### config.mk
export PLATFORM = sky130hd
export DESIGN_NAME = load_store_unit
export DESIGN_NICKNAME = d
export VERILOG_FILES = /design/src/rtl/load_store_unit.sv
export SDC_FILE = /design/constraint.sdc
export NUM_CORES = 1
export LEC_CHECK = 0
export BUFFER_PORTS_ARGS = -buffer_cell sky130_fd_sc_hd__buf_2
export CORE_UTILIZATION = 38
export DETAILED_ROUTE_END_ITERATION = 8
export PLACE_DENSITY = 0.85
export SETUP_SLACK_MARGIN = 0.1
export SYNTH_ARGS = -nofsm -noshare
export SYNTH_HDL_FRONTEND = slang
export SYNTH_SLANG_ARGS = --single-unit
### constraint.sdc
create_clock -name clk -period 1.2 [get_ports clk]
set_input_delay 0.06 -clock clk [delete_from_list [all_inputs] [get_ports clk]]
set_output_delay 0.06 -clock clk [all_outputs]
set_load 0.1 [all_outputs]
### src/rtl/load_store_unit.sv
// Byte/half/word load-store unit over a word-addressed memory; sub-word stores are read-modify-write.
// Latency: loads respond 1 cycle after acceptance (2 if split); busy stalls the core while a split
// access runs. MISALIGN_SPLIT_EN selects splitting (defined) or rejecting (undefined) spanning accesses.
module load_store_unit #(
   parameter int ADDRSIZE = 32,
   parameter int WORDSIZE = 32
) (
   input  logic                clk,
   input  logic                rst,
   input  logic                req_valid,
   input  logic                req_we,
   input  logic [1:0]          req_size,
   input  logic                req_unsigned,
   input  logic [ADDRSIZE-1:0] req_addr,
   input  logic [WORDSIZE-1:0] req_wdata,
   output logic                busy,
   output logic                resp_valid,
   output logic [WORDSIZE-1:0] resp_rdata,
   output logic                misalign_err,
   output logic                mem_wren,
   output logic                mem_rden,
   output logic [ADDRSIZE-1:0] mem_addr,
   output logic [WORDSIZE-1:0] mem_d,
   input  logic [WORDSIZE-1:0] mem_q
);
   localparam int WIDX = ADDRSIZE - 2;

   function automatic logic [WORDSIZE-1:0] merge_lanes(input logic [WORDSIZE-1:0] old_word,
                                                       input logic [WORDSIZE-1:0] new_word,
                                                       input logic [3:0]          lanes);
      logic [WORDSIZE-1:0] res;
      res = old_word;
      for (int k = 0; k < 4; k++) begin
         if (lanes[k]) res[8*k +: 8] = new_word[8*k +: 8];
      end
      return res;
   endfunction

   function automatic logic [WORDSIZE-1:0] extend(input logic [WORDSIZE-1:0] raw,
                                                  input logic [1:0]          size,
                                                  input logic                uns);
      case (size)
         2'b00:   return {{(WORDSIZE-8){~uns & raw[7]}}, raw[7:0]};
         2'b01:   return {{(WORDSIZE-16){~uns & raw[15]}}, raw[15:0]};
         default: return raw;
      endcase
   endfunction

   logic [1:0]          req_off;
   logic [3:0]          size_mask;
   logic                req_span;
   logic [3:0]          lo_mask;
   logic [WORDSIZE-1:0] lo_wdata;
   logic [WORDSIZE-1:0] idle_raw;
   logic [ADDRSIZE-1:0] word_a;
   logic                load_done;
   logic [WORDSIZE-1:0] load_data;

   assign req_off = req_addr[1:0];

   always_comb begin
      case (req_size)
         2'b00: begin
            size_mask = 4'b0001;
            req_span  = 1'b0;
         end
         2'b01: begin
            size_mask = 4'b0011;
            req_span  = (req_off == 2'd3);
         end
         default: begin
            size_mask = 4'b1111;
            req_span  = (req_off != 2'd0);
         end
      endcase
   end

   // Low-word lanes: truncation drops whatever overflows into the next word.
   assign lo_mask  = size_mask << req_off;
   assign lo_wdata = req_wdata << {req_off, 3'b000};
   assign idle_raw = mem_q >> {req_off, 3'b000};
   assign word_a   = {2'b00, req_addr[ADDRSIZE-1:2]};

`ifdef MISALIGN_SPLIT_EN
   typedef enum logic {IDLE, SPLIT} state_t;

   typedef struct packed {
      logic                we;
      logic [1:0]          size;
      logic                uns;
      logic [1:0]          off;
      logic [3:0]          hi_mask;
      logic [WORDSIZE-1:0] hi_wdata;
      logic [ADDRSIZE-1:0] addr;
      logic [WORDSIZE-1:0] lo_word;
   } split_t;

   state_t                state, state_nxt;
   split_t                lat;
   logic [WIDX-1:0]       word_next;
   logic [3:0]            hi_mask;
   logic [WORDSIZE-1:0]   hi_wdata;
   logic [2*WORDSIZE-1:0] split_cat;
   logic [WORDSIZE-1:0]   split_raw;

   assign word_next = req_addr[ADDRSIZE-1:2] + WIDX'(1);
   // Shift by 4 lanes (off=0) empties the high part, so non-spanning requests latch nothing.
   assign hi_mask   = size_mask >> (3'd4 - {1'b0, req_off});
   assign hi_wdata  = req_wdata >> (6'd32 - {1'b0, req_off, 3'b000});
   assign split_cat = {mem_q, lat.lo_word};
   assign split_raw = WORDSIZE'(split_cat >> {lat.off, 3'b000});

   always_ff @(posedge clk or posedge rst) begin
      if (rst) state <= IDLE;
      else     state <= state_nxt;
   end

   always_comb begin
      state_nxt = state;
      case (state)
         IDLE:    if (req_valid && req_span) state_nxt = SPLIT;
         SPLIT:   state_nxt = IDLE;
         default: state_nxt = IDLE;
      endcase
   end

   always_ff @(posedge clk or posedge rst) begin
      if (rst) begin
         lat <= '0;
      end else if (state == IDLE && req_valid && req_span) begin
         lat.we       <= req_we;
         lat.size     <= req_size;
         lat.uns      <= req_unsigned;
         lat.off      <= req_off;
         lat.hi_mask  <= hi_mask;
         lat.hi_wdata <= hi_wdata;
         lat.addr     <= {2'b00, word_next};
         lat.lo_word  <= mem_q;
      end
   end

   always_comb begin
      busy      = 1'b0;
      mem_rden  = 1'b0;
      mem_wren  = 1'b0;
      mem_addr  = '0;
      mem_d     = '0;
      load_done = 1'b0;
      load_data = '0;
      if (state == SPLIT) begin
         busy     = 1'b1;
         mem_rden = 1'b1;
         mem_addr = lat.addr;
         if (lat.we) begin
            mem_wren = 1'b1;
            mem_d    = merge_lanes(mem_q, lat.hi_wdata, lat.hi_mask);
         end else begin
            load_done = 1'b1;
            load_data = extend(split_raw, lat.size, lat.uns);
         end
      end else if (req_valid) begin
         busy     = req_span;
         mem_rden = 1'b1;
         mem_addr = word_a;
         if (req_we) begin
            mem_wren = 1'b1;
            mem_d    = merge_lanes(mem_q, lo_wdata, lo_mask);
         end else if (!req_span) begin
            load_done = 1'b1;
            load_data = extend(idle_raw, req_size, req_unsigned);
         end
      end
   end

   assign misalign_err = 1'b0;
`else
   logic err_set;

   // Rejected loads still respond, with zero data.
   always_comb begin
      mem_rden  = 1'b0;
      mem_wren  = 1'b0;
      mem_addr  = '0;
      mem_d     = '0;
      load_done = 1'b0;
      load_data = '0;
      err_set   = 1'b0;
      if (req_valid) begin
         if (req_span) begin
            err_set   = 1'b1;
            load_done = ~req_we;
         end else begin
            mem_rden = 1'b1;
            mem_addr = word_a;
            if (req_we) begin
               mem_wren = 1'b1;
               mem_d    = merge_lanes(mem_q, lo_wdata, lo_mask);
            end else begin
               load_done = 1'b1;
               load_data = extend(idle_raw, req_size, req_unsigned);
            end
         end
      end
   end

   always_ff @(posedge clk or posedge rst) begin
      if (rst) misalign_err <= 1'b0;
      else     misalign_err <= err_set;
   end

   assign busy = 1'b0;
`endif

   always_ff @(posedge clk or posedge rst) begin
      if (rst) begin
         resp_valid <= 1'b0;
         resp_rdata <= '0;
      end else begin
         resp_valid <= load_done;
         if (load_done) resp_rdata <= load_data;
      end
   end
endmodule
==> results of run 1 <==
layout make-up:
cell class,count,share of cell area (%)
tap,99,1.92
timing repair buffer,265,44.9
multi-input combinational,241,37.7
clock buffer,5,1.07
clock inverter,3,0.621
inverter,4,0.291
sequential,34,13.5
report_power, final:
| group | switching (mW) | leakage, nW | internal, mW |
|---|---|---|---|
| registers | 0.0875 | 0.430 | 1.28 |
| logic | 2.64 | 2.48 | 1.34 |
| clock network | 0.424 | 0.0579 | 0.611 |
| total | 3.15 | 2.96 | 3.23 |
state kept, by name, indices dropped and copies added, names as in the netlist:
register	count
misalign_err	1
resp_rdata	32
resp_valid	1
routing by layer:
layer / up-vias / GRT usage, % / wire length [µm]
li1: 1612 / - / -
met2: 329 / 62.1 / 7830
met3: 109 / 6.72 / 1380
met1: 1866 / 42.9 / 5620
met4: 0 / 12.9 / 1010
met5: - / 0 / 0
kinds of logic after synthesis:
group                  count (synthesis)  share of synthesized area (%)
AOI/OAI and AO/OA                     82                           22.2
muxes                                 63                           25.8
other                                  1                          0.131
buffers and inverters                 36                           6.60
and+or+nand+nor                       93                           15.5
DFF                                   34                           29.7
final timing paths:
| kind | cells past startpoint | to | slack, ns | start |
|---|---|---|---|---|
| max reg2reg | 1 | resp_rdata[22] | 0.32 | resp_rdata[22] |
| min in group asynchronous | 4 | resp_rdata[18] | 0.40 | rst |
| max in group asynchronous | 4 | resp_rdata[14] | 0.49 | rst |
| max | 8 | mem_addr[16] | -0.33 | req_size[0] |
| min reg2reg | 1 | resp_rdata[5] | 0.51 | resp_rdata[5] |
| min | 2 | misalign_err | 0.07 | req_valid |
cells in the final DEF, fill, tap and decap left out, types with 6 or more instances in the layout:
cell type,instances
a211oi_4,17
a21oi_1,6
a21oi_4,8
a221o_1,17
a22o_1,17
and2_4,30
buf_12,76
buf_2,98
buf_4,65
buf_6,13
dfrtp_1,18
dfrtp_2,16
mux2i_1,43
mux4_2,8
nand2_1,16
nor2_1,26
nor2_4,10
repair_timing:
action,in CTS,in global routing
hold endpoints to repair,34,0
buffers inserted,8,3
endpoints found under the setup margin,126,94
gates cloned,4,2
hold buffers,1,0
resized for setup,74,33
pin swaps,15,17
through the flow:
stage               cell area (µm²)  total power [mW]  util (%)  hold slack [ns]
floorplan                      3380              3.84         -            0.189
global placement               5670              4.84      78.1            0.155
detailed placement             5670              4.91      78.1            0.160
CTS                            6200              6.15      85.5           0.0483
global route                   6440              6.55      88.8           0.0701
finish                         6440              6.38      88.8           0.0732
==> metrics.csv, run 1 <==
metric,value,unit
clock_latency,0.29,ns
synth_seq_cells,34,
endpoint_kind,output pin,
drive_gt1_share,71.0,%
final_hold_viol_count,0,
max_freq,652,MHz
status,finished with violations,
grt_pass1_vias,3676,
grt_pass1_wl,20500,µm
finalSetupViolCount,80,
fin_crit,1.53,ns
antenna_found_initial,0,
synth_area,2860,µm²
die_w,88.8,µm
place_inst,626,
final.period_utilization,128,%
clkSlewWorstSetupHoldPaths,0.07,ns
antenna_left,0,
hp-class,in2reg,
ys_async_sr_fraction,100,%
design.core.area,7250,µm²
synth_top_area_share,29.7,%
boundaryPins,204,
clock_path_buffers,2,
initial_core_util,39.5,%
initialDrtViolationCount,465,
ff_latch_area,871,µm²
drtPass1Iterations,5,
dp_hpwl,10100,µm
gp_congestion,0.884,
synth.most_common_cell,mux2i_1,
worstPathMaxFanout,15,
area_growth,125,%
numPortBuffers,200,
violations,setup timing,
routed_wl,15800,µm
rsz0062_at_grt,yes,
clock_sinks,34,
h-tree-depth,2,
finalSetupTns,-20.93,ns
cts_tree,yes,
slew_violations,0,
vias,3916,
multiInputGateArea,2430,µm²
die_y,88.8,µm
avgViaCountPerCell,6.02,
skew,0,ns
power_density,990,nW/µm²
grt-ovfl-total,0,
syn_area_per_cell,9.27,µm²
leakagePower,2.96,nW
slowest_stage,a221oi_4,
synthFlopType,dfrtp_1,
critPathMaxStageDelay,0.30,ns
crit_arrival,1.47,ns
cts_buffers,5,
cp-start-kind,input pin,
wl_per_cell,24.3,µm
ir_drop,0.483,mV
drv_cap,0,
nets,654,
ys_warn_count,0,
ys_types,32,
cts_root_buf,clkbuf_8,
synth_seq_area_share,29.7,%
synth_edf_count,0,
postSynthCellCount,309,
antenna_cells,0,
cpLargestDelayFamily,buffers and inverters,
final_cells,651,
crit_chain,"buf_6, a21o_1, a221oi_4, buf_4, buf_8, buf_16, and2_4, buf_12",
die_area,7890,µm²
fin_ws,-0.335,ns
path_buf_inv,5,
grt_usage,35.3,%
rows,31,
synthTopCellsByArea,"dfrtp_1, mux2i_1, and2_1, mux4_2, a221o_1",
synth_top_area_cell,dfrtp_1,
grt_max_degree,35,
netlist_top_cells_count,"mux2i_1, nor2_1, dfrtp_1",
setup.worst_path.class,in2out,
post-route-drc-count,0,
place_ws,-0.441,ns
critPathRequiredTime,1.14,ns
fill_cells,288,
Note: power is estimated with default switching activity, not from simulation.
==> run 2: changes to the inputs <==
--- a/config.mk
+++ b/config.mk
@@ -5,10 +5,11 @@
 export SDC_FILE = /design/constraint.sdc
 export NUM_CORES = 1
 export LEC_CHECK = 0
+export ABC_AREA = 1
 export BUFFER_PORTS_ARGS = -buffer_cell sky130_fd_sc_hd__buf_2
-export CORE_UTILIZATION = 38
+export CORE_UTILIZATION = 39
 export DETAILED_ROUTE_END_ITERATION = 8
-export PLACE_DENSITY = 0.85
+export PLACE_DENSITY = 0.77
 export SETUP_SLACK_MARGIN = 0.1
 export SYNTH_ARGS = -nofsm -noshare
 export SYNTH_HDL_FRONTEND = slang
==> metrics.csv, run 2 <==
metric,value,unit,change
status,finished with violations,,unchanged
violations,setup timing,,unchanged
antenna_left,0,,unchanged
synthFlopType,dfrtp_1,,unchanged
grt_pass1_vias,5208,,"was 3,676"
skew,0,ns,unchanged
gp_congestion,0.962,,was 0.884
grt_max_degree,37,,was 35
largest_reg_flops,32,,unchanged
layout_common_cells,"nand2_1, buf_2, buf_12",,"was buf_2, buf_12, buf_4"
final.period_utilization,130,%,was 128%
syn_area_per_cell,5.64,µm²,was 9.27 µm²
post-route-drc-count,0,,unchanged
finalSetupViolCount,61,,was 80
fill_cells,314,,was 288
nets,917,,was 654
setup.worst_path.class,in2out,,unchanged
die_area,8590,µm²,was 7890 µm²
final_common_cell,nand2_1,,was buf_2
grt-ovfl-total,0,,unchanged
cts_buffers,5,,unchanged
boundaryPins,204,,unchanged
initial_core_util,40.9,%,was 39.5%
rsz0062_at_grt,yes,,unchanged
regMostFlops,resp_rdata,,unchanged
largestRegisters,"resp_rdata x32, misalign_err x1, resp_valid x1",,unchanged
cts_root_buf,clkbuf_8,,unchanged
die_w,92.7,µm,was 88.8 µm
routed_wl,20100,µm,"was 15,800 µm"
dp_hpwl,11600,µm,"was 10,100 µm"
h-tree-depth,2,,unchanged
clock_sinks,34,,unchanged
holdPathStages,3,,was 2
antenna_found_initial,0,,unchanged
synth_edf_count,0,,unchanged
endpoint_kind,output pin,,unchanged
crit_arrival,1.50,ns,was 1.47 ns
ys_async_sr_fraction,100,%,unchanged
vias,5541,,"was 3,916"
power_density,953,nW/µm²,was 990 nW/µm²
synth_seq_cells,34,,unchanged
clock_path_buffers,2,,unchanged
design.core.area,7850,µm²,was 7250 µm²
ys_warn_count,0,,unchanged
avgViaCountPerCell,6.04,,was 6.02
slew_violations,0,,unchanged
r2r_setup_slack,0.45,ns,was 0.32 ns
numPortBuffers,200,,unchanged
hp-class,in2reg,,unchanged
synthTopCellsByArea,"dfrtp_1, nand2_1, nor2_1, o21ai_0, inv_1",,"was dfrtp_1, mux2i_1, and2_1, mux4_2, a221o_1"
clock_latency,0.29,ns,about the same
cp-start-kind,input pin,,unchanged
wl_per_cell,21.9,µm,was 24.3 µm
final_hold_viol_count,0,,unchanged
drv_cap,0,,unchanged
fin_ws,-0.359,ns,was -0.335 ns
fin_crit,1.56,ns,was 1.53 ns
synth.most_common_cell,nand2_1,,was mux2i_1
synth_top_area_cell,dfrtp_1,,unchanged
rows,32,,was 31
clkSlewWorstSetupHoldPaths,0.07,ns,about the same
drtPass1Iterations,6,,was 5
grt_usage,39.2,%,was 35.3%
synth_seq_area_share,26.5,%,was 29.7%
drive_gt1_share,54.8,%,was 71.0%
die_y,92.7,µm,was 88.8 µm
grt_pass1_wl,26000,µm,"was 20,500 µm"
reg2reg_depth,2,,was 1
netlist_top_cells_count,"nand2_1, nor2_1, inv_1",,"was mux2i_1, nor2_1, dfrtp_1"
initialDrtViolationCount,864,,was 465
leakagePower,3.42,nW,was 2.96 nW
synth_area,3210,µm²,was 2860 µm²
reg2reg_from,resp_rdata[29],,was resp_rdata[22]
area_growth,124,%,was 125%
ir_drop,0.573,mV,was 0.483 mV
crit_path_start,req_addr[0],,was req_size[0]
place_ws,-0.333,ns,was -0.441 ns
worstPathMaxFanout,17,,was 15
max_freq,641,MHz,was 652 MHz
postSynthCellCount,569,,was 309
ys_types,26,,was 32
synth_top_area_share,26.5,%,was 29.7%
antenna_cells,0,,unchanged
min_from,req_valid,,unchanged
whs_endpoint,misalign_err,,unchanged
cts_tree,yes,,unchanged
whs,0.121,ns,was 0.0732 ns
reg2reg_to,resp_rdata[29],,was resp_rdata[22]
critPathRequiredTime,1.14,ns,about the same
## run 2: critical path: stages
cell,delay [ns]
buf_12,0.13
buf_6,0.20
o21ai_1,0.17
nand2_1,0.25
nand3_2,0.22
a21oi_4,0.25
buf_12,0.20
## run 2: kinds of logic (layout without fill, tap and decap cells)
| logic type | after synthesis | after routing | share of synthesized area, % |
|---|---|---|---|
| DFF | 34 | 34 | 26.5 |
| other | 1 | 3 | 0.117 |
| and+or+nand+nor | 319 | 320 | 40.1 |
| AOI/OAI and AO/OA | 117 | 117 | 19.9 |
| buffers and inverters | 98 | 341 | 13.4 |
## run 2: layer usage
| metal | global-route usage (%) | up-vias | wire, µm | part of all wire (%) |
|---|---|---|---|---|
| met5 | 0 | - | 0 | 0 |
| met4 | 20.4 | 0 | 1800 | 8.9 |
| met3 | 7.39 | 185 | 2350 | 12 |
| met2 | 71.3 | 561 | 9500 | 47 |
| met1 | 43.0 | 2516 | 6470 | 32 |
| li1 | - | 2279 | - | - |
## run 2: worst max path at each step
stage | to | slack, ns | depth (start not counted)
finish | mem_d[30] | -0.36 | 7
global route | mem_d[30] | -0.34 | 8
CTS | mem_d[28] | -0.13 | 10
detailed placement | mem_d[5] | -0.33 | 7
global placement | mem_d[5] | -0.29 | 7
floorplan | mem_d[16] | -0.23 | 7
## run 2: stage by stage
stage                     std cells  setup TNS [ns]  power [mW]  utilization, %  cell area [µm²]
final                           917           -7.13        6.83            91.4             7170
after global routing            917           -8.27        7.00            91.4             7170
after CTS                       907           -4.67        6.50            87.3             6850
after detailed placement        885          -14.03        5.38            80.8             6340
after global placement          885          -10.75        5.31            80.8             6340
after floorplan                 571           -5.20        4.12               -             3910
## run 2: power by group
part           leakage [nW]  switching, mW  internal [mW]
registers             0.403          0.101           1.30
logic                  2.97           3.13           1.39
clock network        0.0472          0.457          0.461
total                  3.42           3.69           3.15
## run 2: cell type report
type / count / area, µm² / area share [%]
Clock buffer: 6 / 82.6 / 1.15
Clock inverter: 2 / 12.5 / 0.174
Inverter: 61 / 258 / 3.59
Multi-Input combinational cell: 440 / 2760 / 38.5
Sequential cell: 34 / 891 / 12.4
Tap cell: 102 / 128 / 1.78
Timing Repair Buffer: 272 / 3040 / 42.3
## run 2: timing repair
item / CTS / global route
pin swaps: 15 / 22
gates resized for setup: 77 / 58
setup endpoints to repair: 103 / 81
endpoints found under the hold margin: 35 / 0
buffers inserted: 9 / 7
hold buffers: 2 / 0
gates cloned: 3 / 4
